**config.mk**
```make
export PLATFORM = sky130hd
export DESIGN_NAME = ysyx_25020047_ifu_flat
export DESIGN_NICKNAME = d
export VERILOG_FILES = /design/src/rtl/ysyx_25020047_ifu_pkg.sv /design/src/rtl/ysyx_25020047_ifu_if.sv /design/src/rtl/ysyx_25020047_ifu_perf.sv /design/src/rtl/ysyx_25020047_ifu.sv /design/src/flat_wrapper.sv
export SDC_FILE = /design/constraint.sdc
export NUM_CORES = 1
export LEC_CHECK = 0
export ABC_CLOCK_PERIOD_IN_PS = 4700
export BUFFER_PORTS_ARGS = -buffer_cell sky130_fd_sc_hd__buf_4
export CELL_PAD_IN_SITES_DETAIL_PLACEMENT = 1
export CELL_PAD_IN_SITES_GLOBAL_PLACEMENT = 1
export CORE_UTILIZATION = 30
export DETAILED_ROUTE_END_ITERATION = 10
export GPL_TIMING_DRIVEN = 0
export PLACE_DENSITY_LB_ADDON = 0.1
export SLEW_MARGIN = 20
export SYNTH_ARGS = -nofsm -noshare
export SYNTH_HDL_FRONTEND = slang
export SYNTH_SLANG_ARGS = --single-unit
```
**constraint.sdc**
```tcl
create_clock -name clk -period 4.7 [get_ports clk]
set_input_delay 0.235 -clock clk [delete_from_list [all_inputs] [get_ports clk]]
set_output_delay 0.235 -clock clk [all_outputs]
set_load 0.02 [all_outputs]
```
**src/rtl/ysyx_25020047_ifu_pkg.sv**
```systemverilog
// ============================================================================
// Module  : ysyx_25020047_ifu_pkg
// Purpose : Shared definitions for the instruction fetch unit: FSM state
//           encoding, reset PC, instruction length and the one-hot
//           instruction-type codes shared with decode and writeback.
// Ports   : none (package)
// Config  : YSYX_25020047_IFU_PERF_EN (used by the top, not here)
// Revision: 1.0 - initial release
// ============================================================================
`default_nettype none

package ysyx_25020047_ifu_pkg;

  // Fetch FSM states, 3-bit encoding.
  typedef enum logic [2:0] {
    S_IDLE  = 3'd0,
    S_REQ   = 3'd1,
    S_WAIT  = 3'd2,
    S_VALID = 3'd3,
    S_EXEC  = 3'd4,
    S_ERR   = 3'd5
  } ifu_state_e;

  localparam logic [31:0] C_RESET_PC = 32'h8000_0000;
  localparam logic [31:0] C_INST_LEN = 32'd4;

  // One-hot instruction-type codes used downstream by decode/writeback.
  typedef enum logic [5:0] {
    INST_R = 6'b000001,
    INST_I = 6'b000010,
    INST_S = 6'b000100,
    INST_B = 6'b001000,
    INST_U = 6'b010000,
    INST_J = 6'b100000
  } inst_type_e;

  // Sequential next PC; wraps modulo 2^32.
  function automatic logic [31:0] f_snpc(input logic [31:0] a_pc);
    return a_pc + C_INST_LEN;
  endfunction

  // Instructions are word aligned; any low address bit set is a fault.
  function automatic logic f_misaligned(input logic [31:0] a_addr);
    return |a_addr[1:0];
  endfunction

endpackage

`default_nettype wire

```
**src/rtl/ysyx_25020047_ifu_if.sv**
```systemverilog
// ============================================================================
// Module  : ysyx_25020047_ifu_if
// Purpose : Instruction-memory bus between the fetch unit (master) and the
//           memory (slave): valid/ready request channel plus a response
//           channel carrying data and an error flag.
// Signals : req_valid/req_ready/req_addr  - request channel
//           rsp_valid/rsp_data/rsp_err    - response channel
// Revision: 1.0 - initial release
// ============================================================================
`default_nettype none

interface ysyx_25020047_ifu_if;
  logic        req_valid;
  logic        req_ready;
  logic [31:0] req_addr;
  logic        rsp_valid;
  logic [31:0] rsp_data;
  logic        rsp_err;

  modport master (
    output req_valid, req_addr,
    input  req_ready, rsp_valid, rsp_data, rsp_err
  );

  modport slave (
    input  req_valid, req_addr,
    output req_ready, rsp_valid, rsp_data, rsp_err
  );
endinterface

`default_nettype wire

```
**src/rtl/ysyx_25020047_ifu_perf.sv**
```systemverilog
// ============================================================================
// Module  : ysyx_25020047_ifu_perf
// Purpose : Fetch performance counters. Both wrap at 2^32 and clear on reset.
// Ports   : clk, rst_n     - clock, asynchronous active-low reset
//           i_fetch_inc    - one completed (error-free) fetch this cycle
//           i_stall_inc    - fetch unit is requesting or waiting this cycle
//           o_fetch_cnt    - completed fetch count
//           o_stall_cnt    - request/wait cycle count
// Config  : instantiated only when YSYX_25020047_IFU_PERF_EN is defined
// Revision: 1.0 - initial release
// ============================================================================
`default_nettype none

module ysyx_25020047_ifu_perf (
  input  wire logic        clk,
  input  wire logic        rst_n,
  input  wire logic        i_fetch_inc,
  input  wire logic        i_stall_inc,
  output logic [31:0]      o_fetch_cnt,
  output logic [31:0]      o_stall_cnt
);

  logic [31:0] r_fetch_cnt;
  logic [31:0] r_stall_cnt;

  always_ff @(posedge clk or negedge rst_n) begin
    if (!rst_n) begin
      r_fetch_cnt <= '0;
      r_stall_cnt <= '0;
    end else begin
      if (i_fetch_inc) r_fetch_cnt <= r_fetch_cnt + 32'd1;
      if (i_stall_inc) r_stall_cnt <= r_stall_cnt + 32'd1;
    end
  end

  assign o_fetch_cnt = r_fetch_cnt;
  assign o_stall_cnt = r_stall_cnt;

endmodule

`default_nettype wire

```
**src/rtl/ysyx_25020047_ifu.sv**
```systemverilog
// ============================================================================
// Module  : ysyx_25020047_ifu
// Purpose : Instruction fetch unit. Holds the architectural PC, fetches one
//           instruction per commit over the memory bus, hands inst/pc/snpc to
//           decode and waits for the writeback dnpc before the next fetch
//           (strictly one instruction in flight).
// Ports   : clk, rst_n              - clock, asynchronous active-low reset
//           wb_valid, wb_dnpc       - writeback commit and next PC
//           ifu_valid, ifu_ready    - decode handshake
//           inst, pc, snpc          - fetched word, its address, pc + 4
//           mem (master modport)    - instruction memory bus
//           fetch_err               - sticky bus/misalignment error
//           perf_fetch_cnt/stall    - performance counters
// Config  : YSYX_25020047_IFU_PERF_EN enables the counters; otherwise the
//           counter ports read as zero.
// Revision: 1.0 - initial release
// ============================================================================
`default_nettype none

module ysyx_25020047_ifu
  import ysyx_25020047_ifu_pkg::*;
#(
  parameter logic [31:0] RESET_PC = C_RESET_PC
) (
  input  wire logic             clk,
  input  wire logic             rst_n,
  input  wire logic             wb_valid,
  input  wire logic [31:0]      wb_dnpc,
  output logic                  ifu_valid,
  input  wire logic             ifu_ready,
  output logic [31:0]           inst,
  output logic [31:0]           pc,
  output logic [31:0]           snpc,
  ysyx_25020047_ifu_if.master   mem,
  output logic                  fetch_err,
  output logic [31:0]           perf_fetch_cnt,
  output logic [31:0]           perf_stall_cnt
);

  ifu_state_e  r_state;
  ifu_state_e  w_state_nxt;
  logic [31:0] r_pc;
  logic [31:0] w_pc_nxt;
  logic [31:0] r_inst;
  logic [31:0] w_inst_nxt;
  logic        r_fetch_err;
  logic        w_fetch_err_nxt;

  always_ff @(posedge clk or negedge rst_n) begin
    if (!rst_n) begin
      r_state     <= S_IDLE;
      r_pc        <= RESET_PC;
      r_inst      <= '0;
      r_fetch_err <= 1'b0;
    end else begin
      r_state     <= w_state_nxt;
      r_pc        <= w_pc_nxt;
      r_inst      <= w_inst_nxt;
      r_fetch_err <= w_fetch_err_nxt;
    end
  end

  // Each state only looks at the inputs that belong to it, so strobes that
  // arrive in the wrong phase (rsp_valid in S_REQ, wb_valid in S_VALID, ...)
  // are dropped without any extra qualification.
  always_comb begin
    w_state_nxt     = r_state;
    w_pc_nxt        = r_pc;
    w_inst_nxt      = r_inst;
    w_fetch_err_nxt = r_fetch_err;
    case (r_state)
      S_IDLE: w_state_nxt = S_REQ;
      S_REQ: begin
        if (mem.req_ready) w_state_nxt = S_WAIT;
      end
      S_WAIT: begin
        if (mem.rsp_valid) begin
          if (mem.rsp_err) begin
            w_fetch_err_nxt = 1'b1;
            w_state_nxt     = S_ERR;
          end else begin
            w_inst_nxt  = mem.rsp_data;
            w_state_nxt = S_VALID;
          end
        end
      end
      S_VALID: begin
        if (ifu_ready) w_state_nxt = S_EXEC;
      end
      S_EXEC: begin
        if (wb_valid) begin
          // The faulting dnpc is still recorded so the offending PC is visible.
          w_pc_nxt = wb_dnpc;
          if (f_misaligned(wb_dnpc)) begin
            w_fetch_err_nxt = 1'b1;
            w_state_nxt     = S_ERR;
          end else begin
            w_state_nxt = S_REQ;
          end
        end
      end
      S_ERR:   w_state_nxt = S_ERR;
      default: w_state_nxt = S_IDLE;
    endcase
  end

  assign mem.req_valid = (r_state == S_REQ);
  assign mem.req_addr  = r_pc;
  assign ifu_valid     = (r_state == S_VALID);
  assign inst          = r_inst;
  assign pc            = r_pc;
  assign snpc          = f_snpc(r_pc);
  assign fetch_err     = r_fetch_err;

`ifdef YSYX_25020047_IFU_PERF_EN
  wire w_fetch_done = (r_state == S_WAIT) && mem.rsp_valid && !mem.rsp_err;
  wire w_stall      = (r_state == S_REQ) || (r_state == S_WAIT);

  ysyx_25020047_ifu_perf u_perf (
    .clk         (clk),
    .rst_n       (rst_n),
    .i_fetch_inc (w_fetch_done),
    .i_stall_inc (w_stall),
    .o_fetch_cnt (perf_fetch_cnt),
    .o_stall_cnt (perf_stall_cnt)
  );
`else
  assign perf_fetch_cnt = 32'h0;
  assign perf_stall_cnt = 32'h0;
`endif

  // Out-of-phase strobes are legal to ignore but usually point at a broken
  // neighbour, so they are flagged in simulation as warnings.
  always @(posedge clk) begin
    if (rst_n) begin
      assert (!(mem.rsp_valid && (r_state != S_WAIT)))
        else $warning("ifu: rsp_valid outside S_WAIT ignored");
      assert (!(wb_valid && (r_state != S_EXEC)))
        else $warning("ifu: wb_valid outside S_EXEC ignored");
    end
  end

endmodule

`default_nettype wire

```
**src/flat_wrapper.sv**
```systemverilog
// flat-port wrapper written by rule: the top's interface ports become plain ports
module ysyx_25020047_ifu_flat import ysyx_25020047_ifu_pkg::*;
#(
  parameter logic [31:0] RESET_PC = C_RESET_PC
)
  (clk, rst_n, wb_valid, wb_dnpc, ifu_valid, ifu_ready, inst, pc, snpc, fetch_err, perf_fetch_cnt, perf_stall_cnt, mem_req_valid, mem_req_addr, mem_req_ready, mem_rsp_valid, mem_rsp_data, mem_rsp_err);
  ysyx_25020047_ifu_if mem_i ();
  input  wire logic clk;
  input  wire logic rst_n;
  input  wire logic wb_valid;
  input  wire logic [31:0] wb_dnpc;
  output logic ifu_valid;
  input  wire logic ifu_ready;
  output logic [31:0] inst;
  output logic [31:0] pc;
  output logic [31:0] snpc;
  output logic fetch_err;
  output logic [31:0] perf_fetch_cnt;
  output logic [31:0] perf_stall_cnt;
  output wire logic [$bits(mem_i.req_valid)-1:0] mem_req_valid;
  output wire logic [$bits(mem_i.req_addr)-1:0] mem_req_addr;
  input wire logic [$bits(mem_i.req_ready)-1:0] mem_req_ready;
  input wire logic [$bits(mem_i.rsp_valid)-1:0] mem_rsp_valid;
  input wire logic [$bits(mem_i.rsp_data)-1:0] mem_rsp_data;
  input wire logic [$bits(mem_i.rsp_err)-1:0] mem_rsp_err;
  assign mem_req_valid = mem_i.req_valid;
  assign mem_req_addr = mem_i.req_addr;
  assign mem_i.req_ready = mem_req_ready;
  assign mem_i.rsp_valid = mem_rsp_valid;
  assign mem_i.rsp_data = mem_rsp_data;
  assign mem_i.rsp_err = mem_rsp_err;
  ysyx_25020047_ifu #(.RESET_PC(RESET_PC)) u_core (.clk(clk), .rst_n(rst_n), .wb_valid(wb_valid), .wb_dnpc(wb_dnpc), .ifu_valid(ifu_valid), .ifu_ready(ifu_ready), .inst(inst), .pc(pc), .snpc(snpc), .mem(mem_i), .fetch_err(fetch_err), .perf_fetch_cnt(perf_fetch_cnt), .perf_stall_cnt(perf_stall_cnt));
endmodule
```
# Word level (Yosys, flattened, before mapping)
# Index checks and enable logic that the tools add are counted.
# word_totals
regBits	68
inputBits	71
word_cells	36
# op_classes
muxes	12
n_addsub	1
bitwise_logic	1
eq_ne	11
reduce_logical	7
# op_table
cell	count
32-bit by 3-bit adder with 32-bit output (second input constant)	1
3-bit two-way mux	6
3-bit one-hot mux with 6 select lines	1
3-bit by 2-bit equality test with 1-bit output (second input constant)	2
3-bit equality test (second input constant)	2
2-bit by 1-bit != test with 1-bit output (second input constant)	3
2-bit != test (second input constant)	3
5-bit AND reduction	1
1-bit two-way mux	4
4-bit AND reduction	1
3-bit by 1-bit equality test with 1-bit output (second input constant)	1
3-bit zero test	1
3-bit AND reduction	1
1-bit one-hot mux with 2 select lines	1
2-bit AND reduction	1
2-bit nonzero test	1
2-bit OR reduction	1
1-bit inverter	1

# Depth between registers and ports, before layout
# Gate-level depths: netlist of run 1.
# depth
word_depth	4
mapped_depth	6

# Least setup slack after synthesis of run 1
# OpenSTA, ideal clock, no wires.
# synth_timing
kind	register to output
start	register u_core.r_pc[11] (netlist: u_core.mem.req_addr[11])
end	output port snpc[30]
path_stages_with_launch	6
path_buffers	1
t_required_ns	4.465
path_slack_ns	2.695
t_arrival_ns	1.770
cell_sequence	dfrtp_1 -> and4_4 -> nand4_4 -> buf_6 -> nor4_2 -> xor2_1
# synth_between
elab_chain_cells	1
# synth_lines
item	line	source
from (decl)	ysyx_25020047_ifu.sv:42	logic [31:0] r_pc;
from (signal assigned)	ysyx_25020047_ifu.sv:57	r_pc <= w_pc_nxt;
32-bit by 3-bit adder with 32-bit output	ysyx_25020047_ifu_pkg.sv:39	return a_pc + C_INST_LEN;
to (decl)	flat_wrapper.sv:16	output logic [31:0] snpc;
# No other way between the ends.

# Worst setup path in the final report of run 1
# layout_timing
start	register u_core.r_pc[2] (netlist: u_core.mem.req_addr[2])
end	output port snpc[14]
# The elaborated chain is that of the path after synthesis.

==> flow_metrics.tcl, run 1 <==
set metrics [dict create \
    switchingPower_mw 1.900 \
    layout.nets 712 \
    first_iter_violations 69 \
    dr.pass1.iters 4 \
    core_area_um2 13240 \
    drv_cap 0 \
    outcome "finished, final reports clean" \
    vias 3401 \
    drive_gt1_share_pct 61.65 \
    synth.distinct_cells 41 \
    synth_ff_type "dfrtp_1" \
    antenna_found_initial 0 \
    skew_ps 7.554 \
    power.density_nw_per_um2 709.3 \
    cp-start-kind "flip-flop" \
    cts_tree "yes" \
    max_freq_ghz 0.3985 \
    critPathMaxFanout 10 \
    io_pins 266 \
    cts.htree.levels 3 \
    cp-end-kind "output port" \
    slowest_stage "dfrtp_1" \
    worst_skew_pair.late_latency_ps 330 \
    die_w_um 118.3 \
    pwr-share-seq_pct 27.0 \
    postCtsResizedCells 0 \
    finalPower_mw 4.497 \
    start_util_pct 30.66 \
    cp_top_family "simple AND/OR/NAND/NOR gates" \
    synth_top_family_by_area "buffers and inverters" \
    design.die.area_um2 14000 \
    p_int_mw 2.596 \
    routedWlPerCell_um 14.23 \
    post-route-min-period_ps 2509 \
    grt_max_degree 69 \
    fin_cells 820 \
    arrival_ps 2270 \
    clk_pin_slew_ps 60 \
    synth-xor-area-share_pct 6.040 \
    synth_edf_count 0 \
    rsz0062_at_grt "no" \
    yosys_warnings 0 \
    ctsHoldBuffers 0 \
    ir_worst_vdd_uv 349.4 \
    gp_congestion 0.7588 \
    dp_hpwl_um 9231 \
    numCtsBuffers 9 \
    clk_path_buf_depth 2 \
    post_cts_buffers 0 \
    worstPathRequired_ps 4470 \
    slowest_delay_ps 460 \
    gr-total-overflow 0 \
    tightestPinTransition_ps 923.0 \
    route.detailed.drc 0 \
    cp.buffers_inverters 1 \
    synth_mux_area_share_pct 16.64 \
    synth_seq_cells 68 \
    async_flop_share_pct 100.0 \
    synth_compound_area_share_pct 2.219 \
    setup-violations-final 0 \
    clock_sinks 68 \
    synth-seq-area-share_pct 41.94 \
    viasPerCell 4.148 \
    power.share.combinational_pct 57.0 \
    syn_area_um2 4060 \
    portBuffers 201 \
    place_inst 805 \
    die_y_um 118.3 \
    synthAdderAreaFrac_pct 0.3082 \
    synth_simple_gate_area_share_pct 12.11 \
    first_global_vias 3468 \
    postSynthCellCount 365 \
    path_class "flip-flop to output port" \
    rows 42 \
    tns_ps 0 \
    area_growth_pct 56.15 \
    switching_share_pct 42.26 \
    p_leak_nw 3.312 \
    detail-route-antenna-nets 0 \
    cts-root-buf "clkbuf_16" \
    hp-class "input pin to async pin" \
    slew_headroom_pct 38.46 \
    synth_area_per_cell_um2 11.12 \
    diodes 0 \
    fin_crit_sh_pct 53.39 \
    crit_chain "ha_1, nand4_2, nor2_1, nand4_1, xnor2_1, buf_4" \
    hold_violations 0 \
    gr-usage-all-layers_pct 17.02 \
    maxSlewViolCount 0 \
    wirelength_um 11670 \
    power.share.clock_pct 16.0 \
    grt_pass1_wl_um 18550 \
]
-- registers in the layout (all words and copies together), names as in the netlist --
name                 flops
u_core.inst             32
u_core.mem.req_addr     32
u_core.r_state           3
u_core.fetch_err         1
-- synthesized netlist by cell type (3+ instances only) --
cell	count	share of area (%)
nor2_1	9	0.83
nand3_1	9	1.1
nor4_1	4	0.62
o21ai_0	5	0.62
nand2_1	16	1.5
and3_1	3	0.46
nor4_2	3	0.92
nor3b_1	5	0.92
mux2_2	60	17
inv_1	7	0.65
nor3_1	6	0.74
dfrtp_1	67	41
xnor2_1	10	2.2
xor2_1	18	3.9
buf_4	105	19
a21oi_1	6	0.74
-- kinds of logic after synthesis --
family	Yosys count
and+or+nand+nor	75
xor gates and xnor gates	28
AOI/OAI and AO/OA	16
buffers and inverters	116
adders and majority gates	1
other	1
muxes	60
DFF	68
-- layer usage --
layer  track usage [%]  part of all wire (%)
met3             6.660                   9.6
met4             5.288                   1.0
met2             29.67                    51
met5                 0                     0
met1             18.94                    38
-- cell type report --
class	instances	area (µm²)
Fill cell	1516	6903
Inverter	7	26.28
Clock buffer	9	225.2
Sequential cell	68	1703
Clock inverter	6	88.84
Tap cell	176	220.2
Multi-Input combinational cell	244	1755
Timing Repair Buffer	201	1509
Buffer	109	812.0
-- placed cells by master, fill, tap and decap left out, types with 2 or more instances in the layout --
cell type and n:
dfrtp_1 67, o21ai_0 5, buf_4 306, nor2_1 9, o31ai_1 2, clkbuf_16 9
nor4_1 4, clkbuf_1 2, nand2b_1 2, clkinvlp_4 2, xnor2_1 10, mux2_2 60
and2_1 2, conb_1 64, inv_1 7, a21oi_1 6, and4_4 2, bufinv_16 2
nand3_1 9, and3_1 3, nand2_1 16, xor2_1 18, nor4_2 3, nor2b_1 2
nand4_1 2, nor3_1 6, nor3b_1 5
-- power by group through the flow --
stage / registers (mW) / clock network [mW] / logic [mW]
finish: 1.21 / 0.720 / 2.56
global placement: 1.21 / 0 / 2.55
floorplan: 1.47 / 0 / 1.20
detailed placement: 1.23 / 0 / 2.59
global route: 1.27 / 0.772 / 2.71
CTS: 1.22 / 0.747 / 2.59
-- stage by stage --
step	util [%]	worst slack (ps)	cell area (µm²)	hold WS [ps]
after floorplan	-	2695	4297	-60.59
after global placement	45.50	2494	6026	430.3
after detailed placement	45.50	2468	6026	431.6
after CTS	47.87	2084	6340	70.53
after global routing	47.87	1999	6340	103.5
final	47.87	2191	6340	27.03
-- worst paths after layout --
check	slack, ps	depth (start not counted)	from	end
worst min register to register	470	2	u_core.fetch_err	u_core.fetch_err
worst max register to register	2850	5	u_core.r_state[2]	u_core.mem.req_addr[17]
min in group clk	100	3	wb_dnpc[18]	u_core.mem.req_addr[18]
worst max-delay path	2190	6	u_core.mem.req_addr[2]	snpc[14]
worst min-delay path	30	1	rst_n	u_core.mem.req_addr[11]
max in group asynchronous	4060	1	rst_n	u_core.mem.req_addr[22]
Note: power is estimated with default switching activity, not from simulation.
==> run 2: changes to the inputs <==
--- a/config.mk
+++ b/config.mk
@@ -5,7 +5,7 @@
 export SDC_FILE = /design/constraint.sdc
 export NUM_CORES = 1
 export LEC_CHECK = 0
-export ABC_CLOCK_PERIOD_IN_PS = 4700
+export ABC_CLOCK_PERIOD_IN_PS = 2500
 export BUFFER_PORTS_ARGS = -buffer_cell sky130_fd_sc_hd__buf_4
 export CELL_PAD_IN_SITES_DETAIL_PLACEMENT = 1
 export CELL_PAD_IN_SITES_GLOBAL_PLACEMENT = 1
==> constraint.sdc (replaced) <==
create_clock -name clk -period 2.5 [get_ports clk]
set_input_delay 0.125 -clock clk [delete_from_list [all_inputs] [get_ports clk]]
set_output_delay 0.125 -clock clk [all_outputs]
set_load 0.02 [all_outputs]
==> flow_metrics.tcl, run 2 (same netlist as run 1, synthesis figures left out) <==
set metrics [dict create \
    outcome "finished, final reports clean" \
    dp_slack_ps 378.1 \
    rsz0062_at_grt "no" \
    wirelength_um 11720 \
    p_leak_nw 3.320 \
    switching_share_pct 42.33 \
    critPathMaxFanout 8 \
    grt_max_degree 69 \
    gr-total-overflow 0 \
    worstPathRequired_ps 2380 \
    final_common_cell "buf_4" \
    start_util_pct 30.66 \
    layout.nets 715 \
    slew_headroom_pct 37.99 \
    grtUsageMet1_pct 18.91 \
    hold_violations 0 \
    tightestPinTransition_ps 930.1 \
    pwr-share-seq_pct 27.0 \
    die_y_um 118.3 \
    hp-class "input pin to flip-flop" \
    first_iter_violations 74 \
    n_fill_cell 1514 \
    r2r_start "u_core.r_state[2]" \
    holdWs_ps 13.62 \
    area_growth_pct 57.32 \
    switchingPower_mw 3.586 \
    ff2ff_setup_slack_ps 650 \
    clk_pin_slew_ps 60 \
    clk_path_buf_depth 2 \
    fin_ws_ps 160.3 \
    gr-usage-all-layers_pct 17.08 \
    gp_congestion 0.7588 \
    ir_worst_vdd_uv 656.8 \
    dr.pass1.iters 4 \
    viasPerCell 4.159 \
    hold_path_end "u_core.mem.req_addr[7]" \
    regToRegEndpoint "u_core.mem.req_addr[17]" \
    power.share.clock_pct 16.0 \
    core_area_um2 13240 \
    detail-route-antenna-nets 0 \
    tns_ps 0 \
    worst_skew_pair.late_latency_ps 330 \
    cts-root-buf "clkbuf_16" \
    numCtsBuffers 9 \
    post-route-min-period_ps 2340 \
    power.share.combinational_pct 57.0 \
    use_met2_pct 29.89 \
    skew_ps 7.543 \
    max_freq_ghz 0.4274 \
    use_met3_pct 6.708 \
    dp_hpwl_um 9231 \
    final_cell_mix "buf_4, dfrtp_1, conb_1" \
    portBuffers 201 \
    drive_gt1_share_pct 61.67 \
    die_w_um 118.3 \
    io_pins 266 \
    power.density_nw_per_um2 1326 \
    rr_worst_depth 5 \
    diodes 0 \
    p_int_mw 4.886 \
    arrival_ps 2210 \
    hp-start "wb_dnpc[7]" \
    post_cts_buffers 0 \
    cts_tree "yes" \
    first_global_vias 3486 \
    rows 42 \
    routedWlPerCell_um 14.24 \
    setup-violations-final 0 \
    path_class "flip-flop to output port" \
    hold_depth 3 \
    grt_pass1_wl_um 18640 \
    cp-end-kind "output port" \
    vias 3423 \
    fin_crit_sh_pct 93.59 \
    drv_cap 0 \
    design.die.area_um2 14000 \
    clock_sinks 68 \
    top_usage_layer "met2" \
    cts.htree.levels 3 \
    cp-start-kind "flip-flop" \
    route.detailed.drc 0 \
    antenna_found_initial 0 \
    maxSlewViolCount 0 \
]
==> run 2: changes by cell type in the layout (fill, tap and decap cells not counted) <==
cell / before / now
nand4_2: 1 / 0
dlygate4sd3_1: 0 / 3
nor4_1: 4 / 3
nor2_1: 9 / 8
nor4_2: 3 / 4
nor2_2: 0 / 1
nand4_4: 1 / 2
==> run 2: power groups by stage <==
| stage | Combinational (mW) | Clock [mW] | Sequential, mW |
|---|---|---|---|
| after detailed placement | 4.87 | 0 | 2.31 |
| after global placement | 4.79 | 0 | 2.28 |
| after floorplan | 2.25 | 0 | 2.77 |
| final | 4.83 | 1.35 | 2.29 |
| after global routing | 5.10 | 1.45 | 2.39 |
| after CTS | 4.88 | 1.40 | 2.30 |
==> run 2: cell type report <==
cell class | instances | area [µm²] | area share (%)
buffer | 109 | 812.0 | 12.71
clock buffer | 9 | 225.2 | 3.526
clock inverter | 6 | 88.84 | 1.391
inverter | 7 | 26.28 | 0.4114
multi-input combinational | 244 | 1773 | 27.76
sequential | 68 | 1703 | 26.66
tap | 176 | 220.2 | 3.448
timing repair buffer | 204 | 1539 | 24.09
==> run 2: stage by stage <==
step | instances | util (%) | power [mW] | cell area, µm²
2_1_floorplan | 428 | - | 5.025 | 4297
3_3_place_gp | 805 | 45.50 | 7.068 | 6026
3_5_place_dp | 805 | 45.50 | 7.176 | 6026
4_1_cts | 823 | 48.12 | 8.587 | 6372
5_1_grt | 823 | 48.23 | 8.947 | 6387
6_report | 823 | 48.23 | 8.472 | 6387
==> run 2: worst max path at each step <==
| stage | startpoint | end |
|---|---|---|
| 3_3_place_gp | u_core.mem.req_addr[2] | snpc[14] |
| 3_5_place_dp | u_core.mem.req_addr[2] | snpc[14] |
| 2_1_floorplan | u_core.mem.req_addr[11] | snpc[30] |
| 6_report | u_core.mem.req_addr[8] | snpc[13] |
| 4_1_cts | u_core.mem.req_addr[2] | snpc[14] |
| 5_1_grt | u_core.mem.req_addr[8] | snpc[13] |
==> run 2: routing by layer <==
| layer | share of wire, % | vias to the layer above |
|---|---|---|
| li1 | - | 1634 |
| met1 | 38 | 1636 |
| met2 | 51 | 143 |
| met3 | 9.6 | 10 |
| met4 | 1.0 | 0 |
| met5 | 0 | - |
==> run 2: timing repair <==
| action | CTS | global route |
|---|---|---|
| setup endpoints to repair | 1 | 2 |
| hold buffers | 3 | 0 |
| hold endpoints to repair | 69 | 0 |
| resized for setup | 1 | 2 |
==> run 2: critical path: stages, from the launching register on <==
cell	delay [ps]
dfrtp_1	500
nand4_1	200
nor3_1	600
and3_2	290
xor2_1	140
buf_4	160
